--- config.mk ---
export PLATFORM = sky130hd
export DESIGN_NAME = register_store_sequencer
export DESIGN_NICKNAME = d
export VERILOG_FILES = /design/src/rtl/alu_pkg.sv /design/src/rtl/store_decoder.sv /design/src/rtl/register_store_sequencer.sv
export SDC_FILE = /design/constraint.sdc
export NUM_CORES = 1
export LEC_CHECK = 0
export ABC_AREA = 1
export CORE_UTILIZATION = 41
export CTS_BUF_LIST = sky130_fd_sc_hd__clkbuf_16
export DETAILED_ROUTE_END_ITERATION = 8
export PLACE_DENSITY = 0.79
export SKIP_CTS_REPAIR_TIMING = 1
export SLEW_MARGIN = 20
export SYNTH_ARGS = -nofsm -noshare
export SYNTH_HDL_FRONTEND = slang
export SYNTH_SLANG_ARGS = --single-unit
export TNS_END_PERCENT = 30
--- constraint.sdc ---
create_clock -name clk -period 1.6 [get_ports clk]
set_input_delay 0.32 -clock clk [delete_from_list [all_inputs] [get_ports clk]]
set_output_delay 0.32 -clock clk [all_outputs]
set_load 0.05 [all_outputs]
--- src/rtl/alu_pkg.sv ---
// rtl/alu_pkg.sv - shared state encoding and default sizes for the register store sequencer
package alu_pkg;

    typedef enum logic [2:0] {
        ST_IDLE  = 3'd0,
        ST_SETUP = 3'd1,
        ST_STORE = 3'd2,
        ST_HOLD  = 3'd3,
        ST_DONE  = 3'd4
    } state_t;

    localparam int DEF_BIT_COUNT = 8;
    localparam int DEF_REG_COUNT = 4;
    localparam int STORE_CNT_W   = 4;

endpackage

--- src/rtl/store_decoder.sv ---
// rtl/store_decoder.sv - enable-gated address to one-hot store line decoder
module store_decoder
    import alu_pkg::*;
#(
    parameter int ADDR_W    = 2,
    parameter int REG_COUNT = DEF_REG_COUNT
) (
    input  logic                 en,
    input  logic [ADDR_W-1:0]    addr,
    output logic [REG_COUNT-1:0] onehot
);

    // Only indices that exist get a line; an out-of-range address decodes to all-zero.
    always_comb begin
        onehot = '0;
        for (int i = 0; i < REG_COUNT; i++) begin
            if (en && (32'(addr) == i)) begin
                onehot[i] = 1'b1;
            end
        end
    end

endmodule

--- src/rtl/register_store_sequencer.sv ---
// rtl/register_store_sequencer.sv - latch-safe write sequencer; REGISTER_STORE_VERIFY_EN adds readback check
module register_store_sequencer
    import alu_pkg::*;
#(
    parameter int BIT_COUNT    = DEF_BIT_COUNT,
    parameter int REG_COUNT    = DEF_REG_COUNT,
    parameter int ADDR_W       = 2,
    parameter int STORE_CYCLES = 2
) (
    input  logic                           clk,
    input  logic                           reset_n,
    input  logic                           req_valid,
    output logic                           req_ready,
    input  logic [ADDR_W-1:0]              req_addr,
    input  logic [BIT_COUNT-1:0]           req_data,
    output logic [BIT_COUNT-1:0]           reg_data,
    output logic [REG_COUNT-1:0]           reg_store,
    output logic                           busy,
    output logic                           done,
    output logic                           addr_err
`ifdef REGISTER_STORE_VERIFY_EN
    ,
    input  logic [REG_COUNT*BIT_COUNT-1:0] reg_memory,
    output logic                           verify_err
`endif
);

    state_t                 state;
    logic [ADDR_W-1:0]      cap_addr;
    logic [STORE_CNT_W-1:0] cnt;
    logic [REG_COUNT-1:0]   dec_onehot;
    logic                   addr_oob;

    assign addr_oob = (32'(cap_addr) >= REG_COUNT);

    // The decoder only produces a strobe pattern while SETUP is loading the STORE strobe.
    store_decoder #(
        .ADDR_W    (ADDR_W),
        .REG_COUNT (REG_COUNT)
    ) u_store_decoder (
        .en     (state == ST_SETUP),
        .addr   (cap_addr),
        .onehot (dec_onehot)
    );

`ifdef REGISTER_STORE_VERIFY_EN
    logic readback_bad;

    // Compare the addressed register's output against the data still driven on the bus.
    always_comb begin
        readback_bad = 1'b0;
        for (int i = 0; i < REG_COUNT; i++) begin
            if ((32'(cap_addr) == i) && (reg_memory[i*BIT_COUNT +: BIT_COUNT] != reg_data)) begin
                readback_bad = 1'b1;
            end
        end
    end
`else
    // Without the readback option there is no register feedback and no compare.
`endif

    // Sequencer FSM; every output is loaded on the edge that enters the state it belongs to.
    always_ff @(posedge clk or negedge reset_n) begin
        if (!reset_n) begin
            state     <= ST_IDLE;
            req_ready <= 1'b1;
            busy      <= 1'b0;
            done      <= 1'b0;
            addr_err  <= 1'b0;
            reg_data  <= '0;
            reg_store <= '0;
            cap_addr  <= '0;
            cnt       <= '0;
`ifdef REGISTER_STORE_VERIFY_EN
            verify_err <= 1'b0;
`endif
        end else begin
            case (state)
                ST_IDLE: begin
                    if (req_valid) begin
                        cap_addr  <= req_addr;
                        reg_data  <= req_data;
                        req_ready <= 1'b0;
                        busy      <= 1'b1;
                        state     <= ST_SETUP;
                    end
                end
                ST_SETUP: begin
                    reg_store <= dec_onehot;
                    cnt       <= STORE_CNT_W'(STORE_CYCLES - 1);
                    state     <= ST_STORE;
                end
                ST_STORE: begin
                    if (cnt == '0) begin
                        reg_store <= '0;
                        state     <= ST_HOLD;
                    end else begin
                        cnt <= cnt - 1'b1;
                    end
                end
                ST_HOLD: begin
                    done     <= 1'b1;
                    addr_err <= addr_oob;
`ifdef REGISTER_STORE_VERIFY_EN
                    verify_err <= !addr_oob && readback_bad;
`endif
                    state    <= ST_DONE;
                end
                ST_DONE: begin
                    done      <= 1'b0;
                    addr_err  <= 1'b0;
`ifdef REGISTER_STORE_VERIFY_EN
                    verify_err <= 1'b0;
`endif
                    busy      <= 1'b0;
                    req_ready <= 1'b1;
                    state     <= ST_IDLE;
                end
                default: begin
                    state <= ST_IDLE;
                end
            endcase
        end
    end

endmodule
* After elaboration in Yosys (flattened, before gate mapping)
Index checks and enable logic that the tools add are counted.
** Storage, ports and cells
- Input bits :: 13
- Flip-flop bits (word level) :: 24
- Word-level logic and storage cells :: 50
- Output and inout bits :: 16
** Operators by class
- Mux-type cells :: 16
- Reductions and logical operators :: 15
- Add/sub/neg operators :: 1
- Eq/ne operators :: 10
** Operators with widths (count)
- $pmux 4 s2 :: 2
- $pmux 3 s4 :: 1
- $reduce_and 2->1 :: 5
- $mux 4 :: 2
- $eq 3x2->1 const B :: 2
- $mux 1 :: 6
- $mux 3 :: 2
- $ne 2x2->1 const B :: 3
- $pmux 1 s2 :: 3
- $reduce_bool 2->1 :: 3
- $eq 2x2->1 const B :: 2
- $logic_and 1x1->1 :: 4
- $logic_not 4->1 :: 1
- $sub 4x1->4 const B :: 1
- $eq 3x1->1 const B :: 1
- $eq 3x3->1 const B :: 1
- $logic_not 3->1 :: 1
- $eq 2x1->1 const B :: 1
- $logic_not 2->1 :: 1

* Depth between registers and ports, before layout
Gate-level depths: netlist of the first run.
- Word-level depth :: 4
- Gate-level depth with buffers :: 7
- Gate-level depth less buffers :: 7

* Modules after synthesis
Synthesis of the first run repeated with hierarchy kept, for this count alone.
** Unflattened totals
- Cells, all modules :: 126
- Area total of the unflattened synthesis :: 1064.8 um^2
** Modules (own cells, without submodules)
- register_store_sequencer :: cells each 118, area an instance 1034.7 um^2, sequential area each 601.8 um^2, times used 1
- store_decoder :: cells each 8, area an instance 30.0 um^2, sequential area each 0.0 um^2, times used 1

* Worst setup path after synthesis of the first run
OpenSTA, ideal clock, no wires.
- Kind :: register to register
- Start point :: register cnt[0]
- End point :: register reg_store[0]
- Required time :: 1472 ps
- Clock period less this slack :: 1105 ps
- Stages on the path, launching flop included :: 8
- Arrival :: 978 ps
- Path slack :: 495 ps
- Path buffers :: 0
- Setup time :: 128 ps
- Cells stage by stage :: dfrtp_1 inv_1 ha_1 nand2_1 inv_1 nand2_1 nand3_1 o21ai_0
** Between the ends
- Longest elaborated chain between the ends :: 3
** RTL lines
- start, declared :: RTL line register_store_sequencer.sv:30 : logic [STORE_CNT_W-1:0] cnt;
- start signal, assigned :: RTL line register_store_sequencer.sv:90 : cnt <= STORE_CNT_W'(STORE_CYCLES - 1);
- start signal, assigned :: RTL line register_store_sequencer.sv:98 : cnt <= cnt - 1'b1;
- $logic_not 4->1 :: RTL line register_store_sequencer.sv:94 : if (cnt == '0) begin
- $ne 2x2->1 (no line)
- $reduce_and 2->1 (no line)
- end signal, assigned :: RTL line register_store_sequencer.sv:89 : reg_store <= dec_onehot;
- end, declared :: RTL line register_store_sequencer.sv:17 : output logic [REG_COUNT-1:0] reg_store,
Every way passes these cells.
A chain may end at the register's enable or synchronous reset.

* Final worst setup path of the first run
- Start point :: register state[2]
- End point :: register cap_addr[1]
** Between the ends
- Longest elaborated chain between the ends :: 2
** RTL lines
- start, declared :: RTL line register_store_sequencer.sv:28 : state_t state;
- start signal, assigned :: RTL line register_store_sequencer.sv:65 : state <= ST_IDLE;
- start signal, assigned :: RTL line register_store_sequencer.sv:85 : state <= ST_SETUP;
- start signal, assigned :: RTL line register_store_sequencer.sv:91 : state <= ST_STORE;
- $logic_not 3->1 :: RTL line register_store_sequencer.sv:78 : case (state)
- $reduce_and 2->1 (no line)
- end signal, assigned :: RTL line register_store_sequencer.sv:81 : cap_addr <= req_addr;
- end, declared :: RTL line register_store_sequencer.sv:29 : logic [ADDR_W-1:0] cap_addr;
Every way passes these cells.

==> flow_summary_export.csv, run 1 <==
group,metric,value,unit
power_and_ir_drop,intPower,1.924,mW
synth,netlist_area,1057,sq um
worst_setup_path,r2r_setup_slack,0.31,ns
worst_setup_path,required,1.79,ns
clocking,cts_max_level,1,
global_routing,antenna_found_initial,0,
worst_setup_path,ff2ff_path_depth,5,
power_and_ir_drop,powerDensity,2411,nW/um^2
clocking,clock_latency,0.26,ns
sta,final-hold-violation-count,0,
detailed_routing,dr.pass1.iters,4,
final_layout,drive_gt1_share,21.38,%
final_layout,fin_nets,161,
power_and_ir_drop,p_sw,1.539,mW
clocking,cts_num_sinks,24,
power_and_ir_drop,p_comb_share,48.3,%
synth,syn-num-nets,130,
final_layout,register_area,601.8,sq um
global_routing,grt_max_degree,25,
status,status,"finished clean",
power_and_ir_drop,clkPwrFrac,20.5,%
floorplan,rows,18,
floorplan,initial_core_util,43.07,%
worst_setup_path,path_max_fanout,12,
detailed_routing,vias,834,
worst_setup_path,end_kind,"register",
floorplan,fp.dieW,52.78,um
synth,ys_seq_area_share,56.92,%
final_layout,multi_input_area,386.6,sq um
synth,ys_warn_count,0,
worst_setup_path,startpoint_type,"register",
synth,ys_ff_latch,24,
worst_setup_path,critical_path_class,"reg -> reg",
sta,fin_crit_sh,80.56,%
final_layout,n_antenna_cell,0,
clocking,cts_buffer_depth,2,
global_routing,grt_pass1_vias,788,
placement,port_buffers,27,
power_and_ir_drop,leakagePower,0.7520,nW
clocking,cts_buffers,3,
power_and_ir_drop,p_sw_share,44.45,%
sta,setup_tns,0,ns
clocking,cts-root-buf,"clkbuf_16",
placement,gp_congestion,0.6796,
worst_setup_path,cp.arrival,1.48,ns
detailed_routing,first_iter_violations,16,
sta,slew_violations,0,
global_routing,grt_pass1_wl,3367,um
synth,synthDistinctLibCells,24,
sta,rsz0062_at_grt,"no",
sta,setup_viol,0,
placement,dpl.hpwl,1483,um
worst_setup_path,r2r-end,"cap_addr[1]",
sta,clock_skew,0.001423,ns
worst_setup_path,r2r-start,"state[2]",
detailed_routing,wl_per_cell,11.57,um
final_layout,final_common_cell,"nand2_1",
detailed_routing,ant_nets,0,
floorplan,die_h,52.78,um
detailed_routing,via_per_inst,4.766,
detailed_routing,routed_wl,2025,um
synth,syn_inst,115,
global_routing,track_usage,17.44,%
floorplan,io_pins,29,
final_layout,layout_common_cells,"nand2_1 (35), dfrtp_1 (23), buf_4 (16), clkdlybuf4s50_1 (12), nand3_1 (11)",
synth,synth_area_per_cell,9.194,sq um
worst_hold_path,min_path_type,"in -> async",
run,max_cap_viol_count,0,
sta,holdWs,0.4169,ns
clocking,tritoncts,"yes",
floorplan,core,2455,sq um
detailed_routing,remaining_drc_errors,0,
sta,period_minus_slack,1.289,ns
final_layout,area_growth,35.86,%
sta,fmax,775.9,MHz
final_layout,fillers,214,
power_and_ir_drop,pwr-share-seq,31.2,%
floorplan,die_area,2786,sq um
global_routing,gr-total-overflow,0,
power_and_ir_drop,ir_drop,1491,uV
clocking,clk_pin_slew,0.06,ns
worst max path at each step:
stage,slack (ns),endpoint,from,cells past startpoint
2_1_floorplan,0.49,reg_store[0],cnt[0],7
3_3_place_gp,0.16,cap_addr[0],req_valid,5
3_5_place_dp,0.11,cap_addr[1],req_valid,5
4_1_cts,0.30,cap_addr[1],state[2],5
5_1_grt,0.20,reg_data[3],state[2],5
6_report,0.31,cap_addr[1],state[2],5
metrics by stage:
step | instances | util [%] | power [mW] | cell area (sq um) | setup WS [ns]
after floorplan | 115 | - | 2.274 | 1057 | 0.4948
after global placement | 171 | 54.23 | 2.709 | 1331 | 0.1617
after detailed placement | 171 | 54.23 | 2.777 | 1331 | 0.1098
after CTS | 175 | 58.51 | 3.498 | 1436 | 0.2955
after global routing | 175 | 58.51 | 3.688 | 1436 | 0.1984
final | 175 | 58.51 | 3.463 | 1436 | 0.3111
power by group through the flow:
| stage | Clock (mW) | Sequential [mW] | Combinational (mW) |
|---|---|---|---|
| CTS | 0.721 | 1.08 | 1.70 |
| global placement | 0 | 1.07 | 1.64 |
| detailed placement | 0 | 1.08 | 1.69 |
| floorplan | 0 | 1.61 | 0.665 |
| finish | 0.711 | 1.08 | 1.67 |
| global route | 0.740 | 1.12 | 1.83 |
final cells by class:
class / count / area share [%]
flip-flops and latches: 24 / 41.90
clock inverters: 1 / 2.091
inverters: 12 / 3.136
clock buffers: 3 / 5.226
well taps: 30 / 2.613
multi-input cells: 76 / 26.92
repair buffers: 29 / 18.12
state kept, by name, summed over array words and instances (netlist names):
register   count
reg_store      4
cap_addr       2
state          3
done           1
req_ready      1
busy           1
cnt            4
reg_data       8
cell families (layout without fill, tap and decap cells):
family / after synthesis / after routing / synth area share [%]
AO/OA/AOI/OAI: 11 / 11 / 6.627
XOR/XNOR: 1 / 1 / 0.8286
adder cells (fa/ha/maj): 2 / 2 / 2.366
buffers and inverters: 15 / 45 / 6.509
flip-flops: 24 / 24 / 56.92
other: 1 / 1 / 0.3547
AND/OR/NAND/NOR: 61 / 61 / 26.39
synth_stat cells, drive strengths merged:
| library cell | number | share of area [%] |
|---|---|---|
| inv | 12 | 4.3 |
| xor2 | 1 | 0.83 |
| nor3 | 2 | 1.4 |
| ha | 2 | 2.4 |
| buf | 3 | 2.2 |
| o21ai | 9 | 5.0 |
| nand3b | 1 | 0.71 |
| nor2 | 9 | 3.9 |
| o211a | 1 | 0.95 |
| a21o | 1 | 0.71 |
| conb | 1 | 0.35 |
| nand3 | 11 | 5.2 |
| dfstp | 1 | 2.5 |
| nand2 | 38 | 15 |
| dfrtp | 23 | 54 |
per-layer routing:
layer | GRT usage [%] | up-vias | share of wire [%]
met5 | 0 | - | 0
met4 | 7.895 | 0 | 1.6
met3 | 5.217 | 4 | 4.7
met2 | 27.43 | 25 | 49
met1 | 21.83 | 388 | 44
li1 | - | 417 | -
critical path, stage by stage, from the launching register on:
cell     delay [ns]
dfrtp_1        0.45
nor2_1         0.16
nand3_1        0.12
inv_1          0.30
nand2_1        0.12
o21ai_2        0.07
Note: power is estimated with default switching activity, not from simulation.
==> run 2: changes to the inputs <==
Settings changed: PLACE_DENSITY 0.79 to 0.82.
Clock period 1.6 ns to 1.14 ns, I/O delays scaled along.
==> flow_summary_export.csv, run 2 (synthesized netlist as in run 1, its figures left out) <==
group,metric,value,unit
status,status,"complete, but fails checks",
status,violations,"negative setup slack",
detailed_routing,routed_wl,2473,um
final_layout,fin_area,1804,sq um
worst_setup_path,cp.arrival,1.38,ns
run,max_cap_viol_count,0,
global_routing,antenna_found_initial,0,
final_layout,final_common_cell,"nand2_1",
clocking,clk_pin_slew,0.06,ns
worst_setup_path,r2r-end,"cnt[2]",
clocking,tritoncts,"yes",
detailed_routing,wl_per_cell,13.22,um
final_layout,layout_common_cells,"nand2_1 (31), dfrtp_1 (21), buf_12 (16), clkdlybuf4s50_1 (12), buf_4 (9)",
floorplan,io_pins,29,
final_layout,drive_gt1_share,39.49,%
worst_setup_path,crit_path_end,"cnt[2]",
power_and_ir_drop,pwr-share-seq,26.9,%
sta,holdWs,0.3199,ns
clocking,clock_latency,0.26,ns
worst_setup_path,critical_path_class,"reg -> reg",
global_routing,gr-total-overflow,0,
worst_setup_path,r2r-start,"cnt[0]",
final_layout,largest-register,"reg_data",
power_and_ir_drop,p_sw,2.572,mW
global_routing,grt_max_degree,25,
worst_setup_path,ff2ff_path_depth,6,
detailed_routing,vias,896,
power_and_ir_drop,intPower,3.558,mW
floorplan,die_area,2786,sq um
final_layout,reg.largest.list,"reg_data (8), cnt (4), reg_store (4)",
detailed_routing,remaining_drc_errors,0,
global_routing,grt_pass1_vias,891,
worst_setup_path,crit_start,"cnt[0]",
detailed_routing,dr.pass1.iters,4,
global_routing,track_usage,18.19,%
sta,fin_crit_sh,104.0,%
placement,pre_cts_ws,-0.1041,ns
clocking,cts_buffer_depth,2,
final_layout,largest_reg_flops,8,
sta,rsz0062_at_grt,"yes",
worst_setup_path,end_kind,"register",
power_and_ir_drop,p_sw_share,41.96,%
detailed_routing,via_per_inst,4.791,
power_and_ir_drop,powerDensity,3398,nW/um^2
worst_setup_path,required,1.34,ns
placement,dp_cells,178,
sta,period_minus_slack,1.185,ns
placement,gp_congestion,0.6688,
final_layout,fin_nets,173,
clocking,cts_buffers,3,
sta,clock_skew,0.005147,ns
worst_setup_path,startpoint_type,"register",
placement,dpl.hpwl,1704,um
power_and_ir_drop,clkPwrFrac,16.2,%
final_layout,n_antenna_cell,0,
floorplan,fp.dieW,52.78,um
sta,worst_slack,-0.04515,ns
sta,fmax,843.8,MHz
floorplan,rows,18,
power_and_ir_drop,p_comb_share,56.9,%
sta,setup_viol,4,
power_and_ir_drop,leakagePower,0.8792,nW
final_layout,area_growth,70.65,%
clocking,cts-root-buf,"clkbuf_16",
detailed_routing,first_iter_violations,12,
sta,final-hold-violation-count,0,
power_and_ir_drop,ir_drop,2671,uV
clocking,cts_num_sinks,24,
worst_setup_path,r2r_setup_slack,-0.05,ns
final_layout,stdcell_count,187,
floorplan,die_h,52.78,um
clocking,cts_max_level,1,
global_routing,grt_pass1_wl,3650,um
worst_hold_path,min_path_type,"in -> async",
sta,slew_violations,0,
floorplan,core,2455,sq um
floorplan,initial_core_util,43.07,%
detailed_routing,ant_nets,0,
worst_setup_path,path_max_fanout,4,
placement,placed_cell_area,1572,sq um
placement,port_buffers,27,
sta,setup_tns,-0.1249,ns
[run 2: cell count changes in the layout (fill, tap and decap cells not counted), sizes merged]
cell	change
buf	+12
[run 2: area by class of cell]
cell class | count | area [sq um]
clock buffers | 3 | 75.07
clock inverters | 1 | 30.03
fillers | 176 | 650.6
inverters | 12 | 45.04
multi-input cells | 76 | 459.2
flip-flops and latches | 24 | 604.3
well taps | 30 | 37.54
repair buffers | 41 | 553.0
[run 2: per-stage QoR]
| step | power, mW | utilization, % |
|---|---|---|
| after floorplan | 3.192 | - |
| after global placement | 4.572 | 64.02 |
| after detailed placement | 4.686 | 64.02 |
| after CTS | 5.716 | 68.30 |
| after global routing | 6.434 | 73.50 |
| final | 6.130 | 73.50 |
[run 2: how the worst min path moves through the flow]
| stage | start | endpoint | slack [ns] | cells after the start |
|---|---|---|---|---|
| global route | reset_n | cnt[1] | 0.33 | 2 |
| CTS | reset_n | cnt[1] | 0.33 | 2 |
| finish | reset_n | cnt[1] | 0.32 | 2 |
| detailed placement | cap_addr[0] | reg_store[0] | 0.48 | 1 |
| global placement | cap_addr[0] | reg_store[2] | 0.46 | 1 |
| floorplan | reset_n | busy | -0.07 | 0 |
[run 2: worst max-delay path, cell delays in order (launching register included)]
cell and delay, ns:
dfrtp_1 0.39, inv_2 0.07, buf_4 0.13, ha_4 0.14, xor2_1 0.22, nand3_2 0.11, nand2_1 0.07
[run 2: power by group through the flow]
stage	Combinational [mW]	Sequential [mW]	Clock (mW)
2_1_floorplan	0.933	2.26	0
3_5_place_dp	3.08	1.61	0
4_1_cts	3.09	1.62	1.01
3_3_place_gp	2.97	1.60	0
5_1_grt	3.70	1.69	1.05
6_report	3.49	1.65	0.994
[run 2: routing by layer]
metal,GRT usage [%],share of wire (%)
met1,18.38,39
met2,34.39,55
met3,4.638,4.5
met4,7.895,1.0
met5,0,0
==> run 3: changes to the inputs <==
Settings changed: CAP_MARGIN from default to 20, CTS_CLUSTER_SIZE from default to 16, GPL_TIMING_DRIVEN from default to 1.
==> results of run 3 <==
Final layout, timing and power as in run 2 (identical DEF).
